**src/rtl/muldiv_unit_if.sv**
```systemverilog
// Bus between the control FSM and the multiply/divide unit.
// The master side drives requests and mthi/mtlo writes; the slave side is the unit itself.
interface muldiv_unit_if #(
  parameter int unsigned WIDTH = 32
);
  logic             start;
  logic [1:0]       op;
  logic [WIDTH-1:0] a;
  logic [WIDTH-1:0] b;
  logic             hi_wr;
  logic             lo_wr;
  logic [WIDTH-1:0] wr_data;
  logic             abort;
  logic [WIDTH-1:0] hi_out;
  logic [WIDTH-1:0] lo_out;
  logic             busy;
  logic             done;
  logic             div_by_zero;

  modport master (
    output start, op, a, b, hi_wr, lo_wr, wr_data, abort,
    input  hi_out, lo_out, busy, done, div_by_zero
  );

  modport slave (
    input  start, op, a, b, hi_wr, lo_wr, wr_data, abort,
    output hi_out, lo_out, busy, done, div_by_zero
  );
endinterface

```
**src/rtl/muldiv_unit.sv**
```systemverilog
// Sequential multiply/divide unit with integrated HI/LO registers.
// op: 00 mult, 01 multu, 10 div, 11 divu. One iteration per cycle on sign-stripped magnitudes,
// sign correction and HI/LO write in a final FIX cycle.
// Optional feature: define MULDIV_ABORT_EN to let abort cancel a running operation.
module muldiv_unit #(
  parameter int unsigned WIDTH = 32
) (
  input logic          clk,
  input logic          reset,
  muldiv_unit_if.slave bus
);

  localparam int unsigned CntW = $clog2(WIDTH + 1);

  typedef enum logic [1:0] {StIdle, StRun, StFix} state_e;

  state_e             state_q, state_d;
  logic [1:0]         op_q, op_d;
  logic [CntW-1:0]    cnt_q, cnt_d;
  logic [2*WIDTH-1:0] acc_q, acc_d;     // mult: {partial, multiplier}; div: {remainder, quotient}
  logic [WIDTH-1:0]   mcand_q, mcand_d; // multiplicand or divisor magnitude
  logic               neg_lo_q, neg_lo_d;
  logic               neg_hi_q, neg_hi_d;
  logic               zero_q, zero_d;
  logic [WIDTH-1:0]   hi_q, hi_d;
  logic [WIDTH-1:0]   lo_q, lo_d;
  logic               done_q, done_d;
  logic               dbz_q, dbz_d;

  logic               sign_a, sign_b;
  logic [WIDTH-1:0]   mag_a, mag_b;
  logic [WIDTH:0]     mul_sum;
  logic [WIDTH:0]     div_trial;
  logic [2*WIDTH-1:0] mul_next, div_next, prod;
  logic [WIDTH-1:0]   quot, rem;

  // Operand sign stripping and one iteration of each datapath.
  always_comb begin
    sign_a    = bus.a[WIDTH-1] & ~bus.op[0];
    sign_b    = bus.b[WIDTH-1] & ~bus.op[0];
    mag_a     = sign_a ? (~bus.a + 1'b1) : bus.a;
    mag_b     = sign_b ? (~bus.b + 1'b1) : bus.b;
    mul_sum   = {1'b0, acc_q[2*WIDTH-1:WIDTH]} + (acc_q[0] ? {1'b0, mcand_q} : '0);
    mul_next  = {mul_sum, acc_q[WIDTH-1:1]};
    div_trial = {acc_q[2*WIDTH-1:WIDTH], acc_q[WIDTH-1]} - {1'b0, mcand_q};
    // Restore (keep the shifted remainder) when the trial subtraction goes negative.
    div_next  = div_trial[WIDTH] ? {acc_q[2*WIDTH-2:0], 1'b0}
                                 : {div_trial[WIDTH-1:0], acc_q[WIDTH-2:0], 1'b1};
    prod      = neg_lo_q ? (~acc_q + 1'b1) : acc_q;
    quot      = neg_lo_q ? (~acc_q[WIDTH-1:0] + 1'b1) : acc_q[WIDTH-1:0];
    rem       = neg_hi_q ? (~acc_q[2*WIDTH-1:WIDTH] + 1'b1) : acc_q[2*WIDTH-1:WIDTH];
  end

  // Next-state, datapath load and HI/LO write control.
  always_comb begin
    state_d  = state_q;
    op_d     = op_q;
    cnt_d    = cnt_q;
    acc_d    = acc_q;
    mcand_d  = mcand_q;
    neg_lo_d = neg_lo_q;
    neg_hi_d = neg_hi_q;
    zero_d   = zero_q;
    hi_d     = hi_q;
    lo_d     = lo_q;
    done_d   = 1'b0;
    dbz_d    = 1'b0;

    unique case (state_q)
      StIdle: begin
        if (bus.hi_wr) hi_d = bus.wr_data;
        if (bus.lo_wr) lo_d = bus.wr_data;
        if (bus.start) begin
          op_d     = bus.op;
          neg_lo_d = sign_a ^ sign_b;
          neg_hi_d = sign_a;
          zero_d   = bus.op[1] && (bus.b == '0);
          if (bus.op[1]) begin
            acc_d   = {{WIDTH{1'b0}}, mag_a};
            mcand_d = mag_b;
          end else begin
            acc_d   = {{WIDTH{1'b0}}, mag_b};
            mcand_d = mag_a;
          end
          if (bus.op[1] && (bus.b == '0)) begin
            cnt_d   = '0;
            state_d = StFix;
          end else begin
            cnt_d   = CntW'(WIDTH);
            state_d = StRun;
          end
        end
      end
      StRun: begin
        acc_d = op_q[1] ? div_next : mul_next;
        cnt_d = cnt_q - 1'b1;
        if (cnt_q == CntW'(1)) state_d = StFix;
      end
      StFix: begin
        state_d = StIdle;
        done_d  = 1'b1;
        if (zero_q) begin
          dbz_d = 1'b1;
        end else if (op_q[1]) begin
          hi_d = rem;
          lo_d = quot;
        end else begin
          hi_d = prod[2*WIDTH-1:WIDTH];
          lo_d = prod[WIDTH-1:0];
        end
      end
      default: state_d = StIdle;
    endcase

`ifdef MULDIV_ABORT_EN
    // Flush: drop the partial result without touching HI/LO or pulsing done.
    if ((state_q != StIdle) && bus.abort) begin
      state_d = StIdle;
      cnt_d   = '0;
      hi_d    = hi_q;
      lo_d    = lo_q;
      done_d  = 1'b0;
      dbz_d   = 1'b0;
    end
`endif
  end

`ifndef MULDIV_ABORT_EN
  logic unused_abort;
  assign unused_abort = bus.abort;
`endif

  // State and result registers.
  always_ff @(posedge clk or negedge reset) begin
    if (!reset) begin
      state_q  <= StIdle;
      op_q     <= '0;
      cnt_q    <= '0;
      acc_q    <= '0;
      mcand_q  <= '0;
      neg_lo_q <= 1'b0;
      neg_hi_q <= 1'b0;
      zero_q   <= 1'b0;
      hi_q     <= '0;
      lo_q     <= '0;
      done_q   <= 1'b0;
      dbz_q    <= 1'b0;
    end else begin
      state_q  <= state_d;
      op_q     <= op_d;
      cnt_q    <= cnt_d;
      acc_q    <= acc_d;
      mcand_q  <= mcand_d;
      neg_lo_q <= neg_lo_d;
      neg_hi_q <= neg_hi_d;
      zero_q   <= zero_d;
      hi_q     <= hi_d;
      lo_q     <= lo_d;
      done_q   <= done_d;
      dbz_q    <= dbz_d;
    end
  end

  assign bus.hi_out      = hi_q;
  assign bus.lo_out      = lo_q;
  assign bus.busy        = (state_q != StIdle);
  assign bus.done        = done_q;
  assign bus.div_by_zero = dbz_q;

endmodule

```
**src/flat_wrapper.sv**
```systemverilog
// flat-port wrapper written by rule: the top's interface ports become plain ports
module muldiv_unit_flat 
#(
  parameter int unsigned WIDTH = 32
)
  (clk, reset, bus_start, bus_op, bus_a, bus_b, bus_hi_wr, bus_lo_wr, bus_wr_data, bus_abort, bus_hi_out, bus_lo_out, bus_busy, bus_done, bus_div_by_zero);
  muldiv_unit_if #(.WIDTH(WIDTH)) bus_i ();
  input logic clk;
  input logic reset;
  input wire logic [$bits(bus_i.start)-1:0] bus_start;
  input wire logic [$bits(bus_i.op)-1:0] bus_op;
  input wire logic [$bits(bus_i.a)-1:0] bus_a;
  input wire logic [$bits(bus_i.b)-1:0] bus_b;
  input wire logic [$bits(bus_i.hi_wr)-1:0] bus_hi_wr;
  input wire logic [$bits(bus_i.lo_wr)-1:0] bus_lo_wr;
  input wire logic [$bits(bus_i.wr_data)-1:0] bus_wr_data;
  input wire logic [$bits(bus_i.abort)-1:0] bus_abort;
  output wire logic [$bits(bus_i.hi_out)-1:0] bus_hi_out;
  output wire logic [$bits(bus_i.lo_out)-1:0] bus_lo_out;
  output wire logic [$bits(bus_i.busy)-1:0] bus_busy;
  output wire logic [$bits(bus_i.done)-1:0] bus_done;
  output wire logic [$bits(bus_i.div_by_zero)-1:0] bus_div_by_zero;
  assign bus_i.start = bus_start;
  assign bus_i.op = bus_op;
  assign bus_i.a = bus_a;
  assign bus_i.b = bus_b;
  assign bus_i.hi_wr = bus_hi_wr;
  assign bus_i.lo_wr = bus_lo_wr;
  assign bus_i.wr_data = bus_wr_data;
  assign bus_i.abort = bus_abort;
  assign bus_hi_out = bus_i.hi_out;
  assign bus_lo_out = bus_i.lo_out;
  assign bus_busy = bus_i.busy;
  assign bus_done = bus_i.done;
  assign bus_div_by_zero = bus_i.div_by_zero;
  muldiv_unit #(.WIDTH(WIDTH)) u_core (.clk(clk), .reset(reset), .bus(bus_i));
endmodule
```
**config.mk**
```make
export PLATFORM = sky130hd
export DESIGN_NAME = muldiv_unit_flat
export DESIGN_NICKNAME = d
export VERILOG_FILES = /design/src/rtl/muldiv_unit_if.sv /design/src/rtl/muldiv_unit.sv /design/src/flat_wrapper.sv
export SDC_FILE = /design/constraint.sdc
export NUM_CORES = 1
export LEC_CHECK = 0
export ABC_CLOCK_PERIOD_IN_PS = 3700
export CAP_MARGIN = 30
export CORE_MARGIN = 3
export CORE_UTILIZATION = 40
export CTS_CLUSTER_SIZE = 40
export DETAILED_ROUTE_END_ITERATION = 16
export PLACE_DENSITY = 0.6
export SKIP_LAST_GASP = 1
export SYNTH_ARGS = -nofsm -noshare
export SYNTH_HDL_FRONTEND = slang
export SYNTH_SLANG_ARGS = --single-unit
```
**constraint.sdc**
```tcl
create_clock -name clk -period 3.7 [get_ports clk]
set_clock_uncertainty 0.2 [all_clocks]
set_input_delay 0.925 -clock clk [delete_from_list [all_inputs] [get_ports clk]]
set_output_delay 0.925 -clock clk [all_outputs]
set_load 0.05 [all_outputs]
```
After elaboration in Yosys (flattened, before gate mapping)

Cells that the tools add are included.

Register bits: 175
Input bits: 104
Output and inout bits: 67
Word-level logic and storage cells: 78

Add/subtract/negate cells: 8
Equal/unequal tests: 8
Multiplexer cells: 30
Bitwise operators: 9
Reduce and logical (&&, ||, !) cells: 11

Operators by type and width:

| cell                                                                | count |
|---|---|
| 32-bit 2-to-1 mux                                                   | 13 |
| 64-bit 2-to-1 mux                                                   | 4 |
| 32-bit by 1-bit adder with 32-bit output (second input constant)    | 4 |
| 32-bit NOT                                                          | 4 |
| 32-bit one-hot mux with 2 select lines                              | 2 |
| 64-bit one-hot mux with 2 select lines                              | 1 |
| 64-bit by 1-bit adder with 64-bit output (second input constant)    | 1 |
| 64-bit NOT                                                          | 1 |
| 32-bit by 33-bit adder with 33-bit output                           | 1 |
| 33-bit by 32-bit subtractor with 33-bit output                      | 1 |
| 32-bit zero test                                                    | 1 |
| 6-bit 2-to-1 mux                                                    | 2 |
| 6-bit one-hot mux with 2 select lines                               | 1 |
| 2-bit inequality test (second input constant)                       | 4 |
| 6-bit by 1-bit == test with 1-bit output (second input constant)    | 1 |
| 2-bit 2-to-1 mux                                                    | 3 |
| 2-bit AND reduction                                                 | 3 |
| 3-bit AND reduction                                                 | 2 |
| 2-bit nonzero test                                                  | 3 |
| 6-bit by 1-bit subtractor with 6-bit output (second input constant) | 1 |
| 2-bit one-hot mux with 2 select lines                               | 1 |
| 1-bit 2-to-1 mux                                                    | 3 |
| 1-bit AND                                                           | 2 |
| 2-bit by 1-bit == test with 1-bit output (second input constant)    | 1 |
| 6 further kinds                                                     | 6 |

Longest topological paths before layout

Gate-level depths: netlist (run 1).

Depth in word-level cells: 6
Gate-level depth with buffers: 15
Gate-level depth less buffers: 13

Worst setup path after synthesis (run 1)

No wires, ideal clock.

Path kind: register to register
Start: register u_core.acc_q[0]
End: register u_core.acc_q[59]
Setup time: 0.131 ns
Arrival: 3.164 ns
Required time: 3.369 ns
Slack: 0.205 ns
Stages on the path, launching flop included: 16
Buffers on the path: 3
Clock period less this slack: 3.495 ns
Cell sequence: dfrtp_1 clkbuf_1 inv_1 clkbuf_1 nor2_1 ha_1 clkbuf_1 a2111oi_0 nor3_1 o21a_1 o21ai_1 o31ai_1 a211o_1 nand4_1 nand3_1 or3_1

Cells in the longest elaborated chain, start to end: 4

RTL lines:

| what                                      | line               | RTL |
|---|---|---|
| start: declaration                        | muldiv_unit.sv:20  | `logic [2*WIDTH-1:0] acc_q, acc_d;` |
| start signal: assignment                  | muldiv_unit.sv:139 | `acc_q <= '0;` |
| start signal: assignment                  | muldiv_unit.sv:152 | `acc_q <= acc_d;` |
| 32-bit 2-to-1 mux                         | muldiv_unit.sv:43  | `mul_sum = {1'b0, acc_q[2*WIDTH-1:WIDTH]} + (acc_q[0] ? {1'b0, mcand_q} : '0);` |
| 32-bit by 33-bit adder with 33-bit output | muldiv_unit.sv:43  |  |
| 64-bit 2-to-1 mux                         | muldiv_unit.sv:95  | `acc_d = op_q[1] ? div_next : mul_next;` |
| 64-bit one-hot mux with 2 select lines    | muldiv_unit.sv:69  | `unique case (state_q)` |

No other way between the ends.
A chain may end at the register's enable or synchronous reset.

Worst setup path in the final report (run 1)

Start: register u_core.mcand_q[0]
End: register u_core.acc_q[59]

Cells in the longest elaborated chain, start to end: 4
Elaborated cells between the ends (all ways): 6
Classes of those cells: add/sub (2); mux (4)

RTL lines:

| what                                                                                       | line                                 | RTL |
|---|---|---|
| start: declaration                                                                         | muldiv_unit.sv:21                    | `logic [WIDTH-1:0] mcand_q, mcand_d;` |
| start signal: assignment                                                                   | muldiv_unit.sv:153                   | `mcand_q <= mcand_d;` |
| 32-bit 2-to-1 mux / 33-bit by 32-bit subtractor with 33-bit output (equally long branches) | muldiv_unit.sv:43, muldiv_unit.sv:45 |  |
| 32-bit by 33-bit adder with 33-bit output / 64-bit 2-to-1 mux (equally long branches)      | muldiv_unit.sv:43, muldiv_unit.sv:47 |  |
| 64-bit 2-to-1 mux *                                                                        | muldiv_unit.sv:95                    |  |
| 64-bit one-hot mux with 2 select lines *                                                   | muldiv_unit.sv:69                    |  |

Mark *: on every way between the ends. The rest lies on a longest branch, timed or not.

==> out/results.ini, run 1 <==
[floorplanning]
chipWidth_microns = 201
io_pins = 171
start_util_pct = 41.0
core_area_sq_um = 37000
dieArea_sq_um = 40300
fp-row-count = 70
die_y_microns = 201

[global_route]
grt_first_pass_wirelength_microns = 87300
antenna_found_initial = 0
grt_pass1_vias = 14600
gr-total-overflow = 0
grt_max_degree = 109
gr-usage-all-layers_pct = 27.6

[worst_setup_path]
slowest_delay_ps = 410
worstPathRequired_ps = 3830
cp.arrival_ps = 3730
setup.worst_path.start_class = register
cp_slowest_cell = dfrtp_1
crit_fanout = 3
crit_path_end_kind = register
crit_chain = buf_4 > and2_1 > ha_2 > inv_1 > fa_1 > nor2b_2 > o31a_1 > o21a_1 > o21ai_1 > o31ai_2 > a211o_1 > a31o_2 > nand3_1 > or3_1
path_class = register to register

[drt]
wl_per_cell_microns = 20.8
drt-pass1-iter-count = 6
drt-initial-drc-count = 1549
wl_microns = 57100
num_vias = 15800
ant_nets = 0
drc = 0
viasPerCell = 5.74

[layout]
drive_above_1_share_pct = 12.0
syn2layout_area_growth_pct = 25.7
nNetsFinal = 2404
design_area_sq_um = 19100
fillers = 3632
fin_cells = 2745
layout_common_cells = nor2_1, nand2_1, o21ai_0, a21oi_1, buf_4
num_antenna_cells = 0
mostFrequentLayoutCell = nor2_1

[place]
gp_congestion = 0.948
place_area_sq_um = 18500
io_buffers = 169
dp_cells = 2711
dp_hpwl_microns = 46100

[yosys]
ys_types = 89
synth_area_leader_cell = dfrtp_1
ys_async_sr_fraction_pct = 100
ys_seq_area_share_pct = 28.7
synth_nets = 2152
netlist_top_cells_area = dfrtp_1, nor2_1, o21ai_0
synth-seq-cells = 174
synth_area_sq_um = 15200
ys_warn_count = 0
syn_inst = 1976
synthFlopType = dfrtp_1
synth_top_cell_area_share_pct = 28.7
avgSynthCellArea_sq_um = 7.69
synth-edff-count = 0

[sta]
worstMarginPinSlew_ps = 928
hold_viol = 0
period_minus_slack_ps = 3600
finalCritPeriodShare_pct = 97.3
whs_ps = 262
finalSetupViolCount = 0
slew_headroom_pct = 38.2
finalMaxSlewViolations = 0
max_freq_mhz = 278

[cts]
insertion_delay_ps = 450
cts_hold_buf = 0
cts_tree = built
cts_buffers = 17
cts_root_buffer = clkbuf_16
htreeDepth = 4
clock_path_buffers = 2
cts_num_sinks = 174
clk_pin_slew_ps = 70

[hold_path]
hold_class = input pin to async pin

[power_and_ir_drop]
leakage_nw = 8.34
ir_drop_mv = 0.526
power_density_nw_per_um2 = 1050

[run_status]
status = completed

[flow_run]
cap_violations = 0

timing repair:
action / CTS / global route
resized for setup: 0 / 12
hold endpoints to repair: 0 / 0
setup endpoints to repair: 0 / 10
setup buffers: 0 / 2
metal layers:
layer	up-vias	global-route usage, %	part of all wire, %
met1	7510	41.1	47
met2	604	40.8	42
met4	0	8.78	2.9
met5	-	0	0
met3	63	4.25	7.6
li1	7585	-	-
Yosys cell counts, drive strengths merged (16+ instances only):
master and instances:
a21o 43, ha 70, mux2i 57, nand2b 24, or3 18, nand3 24
or2 16, nand4 21, xnor2 81, inv 59, nor2 255, xor2 84
clkbuf 95, nor3 32, dfrtp 174, nand2 217, a21oi 184, o31ai 43
buf 21, nor4 20, o21ai 195, a211oi 21, a31oi 19
worst max-delay path, delay by kind of cell, from the launching register on:
| family | cells | cell delay (ps) |
|---|---|---|
| AO/OA/AOI/OAI | 6 | 1320 |
| adder cells (fa/ha/maj) | 2 | 600 |
| flip-flops | 1 | 410 |
| buffers and inverters | 2 | 200 |
| AND/OR/NAND/NOR | 4 | 720 |
final cells by class:
class / count / area (sq um) / area share [%]
flip-flops and latches: 174 / 4360 / 22.8
inverters: 62 / 235 / 1.23
well taps: 504 / 631 / 3.30
repair buffers: 349 / 3100 / 16.2
clock buffers: 19 / 453 / 2.37
multi-input cells: 1624 / 10200 / 53.4
clock inverters: 13 / 126 / 0.662
final timing paths:
check	to	depth (start not counted)	slack [ps]	from
worst max-delay path	u_core.acc_q[59]	14	100	u_core.mcand_q[0]
worst min-delay path	u_core.acc_q[60]	1	260	reset
worst max register to register	u_core.acc_q[59]	14	100	u_core.mcand_q[0]
worst min register to register	u_core.bus.hi_out[28]	2	280	u_core.bus.hi_out[28]
max in group asynchronous	u_core.mcand_q[16]	2	2160	reset
min in group clk	u_core.bus.hi_out[28]	2	280	u_core.bus.hi_out[28]
registers in the layout, summed over array words and instances (netlist names):
signal,count
u_core.acc_q,64
u_core.bus.div_by_zero,1
u_core.bus.done,1
u_core.bus.hi_out,32
u_core.bus.lo_out,32
u_core.cnt_q,6
u_core.mcand_q,32
u_core.neg_hi_q,1
u_core.neg_lo_q,1
u_core.op_q,1
u_core.state_q,2
u_core.zero_q,1
cell families after synthesis:
logic type | Yosys count | synth area share [%]
XOR/XNOR | 165 | 9.51
AO/OA/AOI/OAI | 634 | 26.1
AND/OR/NAND/NOR | 693 | 21.2
flip-flops | 174 | 28.7
multiplexers | 60 | 3.98
adder cells (fa/ha/maj) | 72 | 6.03
buffers and inverters | 178 | 4.52
power breakdown:
| group | internal [mW] | leakage [nW] | switching, mW |
|---|---|---|---|
| registers | 2.83 | 2.14 | 0.895 |
| clock network | 0.926 | 0.285 | 0.883 |
| logic | 5.84 | 5.92 | 8.64 |
| total | 9.60 | 8.34 | 10.4 |
per-stage QoR:
step	setup slack [ps]	util, %	power, mW	TNS [ps]
after floorplan	205	-	12.7	0
after global placement	-192	49.9	17.8	-1770
after detailed placement	-188	49.9	17.9	-2090
after CTS	22.8	51.4	19.8	0
after global routing	-18.2	51.5	21.4	-18.2
final	99.3	51.5	20.0	0
Note: power is estimated with default switching activity, not from simulation.
==> run 2: changes to the inputs <==
--- a/config.mk
+++ b/config.mk
@@ -7,6 +7,7 @@
 export LEC_CHECK = 0
 export ABC_CLOCK_PERIOD_IN_PS = 3700
 export CAP_MARGIN = 30
+export CORE_ASPECT_RATIO = 2
 export CORE_MARGIN = 3
 export CORE_UTILIZATION = 40
 export CTS_CLUSTER_SIZE = 40
==> out/results.ini, run 2 (synthesis gave the netlist of run 1 again) <==
[drt]
drt-pass1-iter-count = 5  ; was 6
viasPerCell = 5.82  ; was 5.74
num_vias = 16000  ; was 15800
drt-initial-drc-count = 999  ; was 1549
wl_per_cell_microns = 22.5  ; was 20.8 microns
ant_nets = 0  ; unchanged
drc = 0  ; unchanged
wl_microns = 62000  ; was 57100 microns

[run_status]
status = completed  ; unchanged

[floorplanning]
fp-row-count = 100  ; was 70
chipWidth_microns = 144  ; was 201 microns
io_pins = 171  ; unchanged
die_y_microns = 282  ; was 201 microns
dieArea_sq_um = 40500  ; was 40300 sq um
start_util_pct = 40.6  ; was 41.0%
core_area_sq_um = 37400  ; was 37000 sq um

[sta]
fin_tns_setup_ps = 0  ; unchanged
rsz0062_at_grt = false
hold_viol = 0  ; unchanged
finalSetupViolCount = 0  ; unchanged
max_freq_mhz = 280  ; was 278 MHz
slew_headroom_pct = 49.4  ; was 38.2%
worstMarginPinSlew_ps = 760  ; was 928 ps
finalWorstSetupSlack_ps = 127  ; was 99.3 ps
finalCritPeriodShare_pct = 96.6  ; was 97.3%
finalMaxSlewViolations = 0  ; unchanged
period_minus_slack_ps = 3570  ; was 3600 ps

[layout]
drive_above_1_share_pct = 13.8  ; was 12.0%
post-route-util_pct = 52.0  ; was 51.5%
nNetsFinal = 2454  ; was 2404
syn2layout_area_growth_pct = 28.0  ; was 25.7%
layout_common_cells = nor2_1, buf_4, nand2_1, o21ai_0, a21oi_1  ; was nor2_1, nand2_1, o21ai_0, a21oi_1, buf_4
mostFrequentLayoutCell = nor2_1  ; unchanged
largest_register = u_core.acc_q  ; unchanged
largest_reg_flops = 64  ; unchanged

[power_and_ir_drop]
leakage_nw = 8.59  ; was 8.34 nW
total_power_mw = 20.4  ; was 20.0 mW
ir_drop_mv = 0.509  ; was 0.526 mV
power_density_nw_per_um2 = 1050  ; about the same

[worst_setup_path]
crit_path_end_kind = register  ; unchanged
setup.worst_path.start_class = register  ; unchanged
cp.arrival_ps = 3720  ; was 3730 ps
path_class = register to register  ; unchanged
crit_fanout = 10  ; was 3
worstPathRequired_ps = 3850  ; was 3830 ps

[hold_path]
hold_class = input pin to async pin  ; unchanged

[global_route]
grt_pass1_vias = 15900  ; was 14600
grt_first_pass_wirelength_microns = 93000  ; was 87300 microns
gr-usage-all-layers_pct = 30.3  ; was 27.6%
grt_max_degree = 88  ; was 109
gr-total-overflow = 0  ; unchanged
antenna_found_initial = 1  ; was 0

[cts]
cts_tree = built  ; unchanged
clock_path_buffers = 2  ; unchanged
cts_root_buffer = clkbuf_16  ; unchanged
cts_num_sinks = 174  ; unchanged
clk_pin_slew_ps = 80  ; was 70 ps
cts_hold_buf = 0  ; unchanged
htreeDepth = 4  ; unchanged
cts_buffers = 17  ; unchanged
insertion_delay_ps = 460  ; was 450 ps

[place]
gp_congestion = 0.971  ; was 0.948
place_worst_setup_slack_ps = -211  ; was -188 ps
dp_hpwl_microns = 50600  ; was 46100 microns
io_buffers = 169  ; unchanged

[flow_run]
cap_violations = 0  ; unchanged

[run 2: where the power goes]
part           leakage [nW]  switching [mW]  internal, mW
Clock                 0.277           0.944         0.897
Sequential             2.14           0.823          2.83
Combinational          6.17            8.90          5.98
[run 2: metal layers]
| metal | vias up | track usage [%] | routed length, microns |
|---|---|---|---|
| met3 | 194 | 2.75 | 1950 |
| met4 | 0 | 21.9 | 5390 |
| met2 | 468 | 55.3 | 32800 |
| li1 | 7672 | - | - |
| met5 | - | 0 | 0 |
| met1 | 7671 | 31.7 | 21900 |
[run 2: what timing repair did]
item | 4_1_cts | 5_1_grt
setup buffers | 0 | 1
resized for setup | 1 | 9
endpoints found under the setup margin | 2 | 20
pin swaps | 0 | 2
[run 2: per-stage QoR]
stage          cell area (sq um)  instances  hold WS (ps)
2_1_floorplan              15200       1976           244
3_3_place_gp               18800       2717           262
3_5_place_dp               18800       2717           266
4_1_cts                    19400       2749           107
5_1_grt                    19400       2751           105
6_report                   19400       2751           115
[run 2: layout make-up]
cell class | count | area, sq um
diodes | 1 | 2.50
fillers | 3671 | 18000
flip-flops and latches | 174 | 4360
multi-input cells | 1624 | 10200
clock inverters | 15 | 148
clock buffers | 17 | 425
inverters | 62 | 233
well taps | 459 | 574
repair buffers | 399 | 3510
[run 2: worst max-delay path, cell delays in order (launching register included)]
cell,delay (ps)
dfrtp_2,450
inv_1,130
buf_12,150
buf_12,140
nor2_1,50
ha_1,280
a21o_1,170
a21o_1,170
a21oi_1,150
buf_4,140
a2bb2oi_1,200
o31ai_2,120
a211o_1,350
xor2_1,160
a221oi_1,330
buf_4,180
o21ai_0,70
[run 2: path summary, 6_finish.rpt]
kind                                       from                    to  slack, ps  depth (start not counted)
setup reg to reg                u_core.acc_q[0]      u_core.acc_q[57]        130                         16
setup / recovery                u_core.acc_q[0]      u_core.acc_q[57]        130                         16
hold reg to reg            u_core.bus.lo_out[3]  u_core.bus.lo_out[3]        280                          2
min in group clk           u_core.bus.lo_out[3]  u_core.bus.lo_out[3]        280                          2
max in group asynchronous                 reset      u_core.acc_q[43]       2360                          2
hold / removal                            reset       u_core.acc_q[4]        110                          1
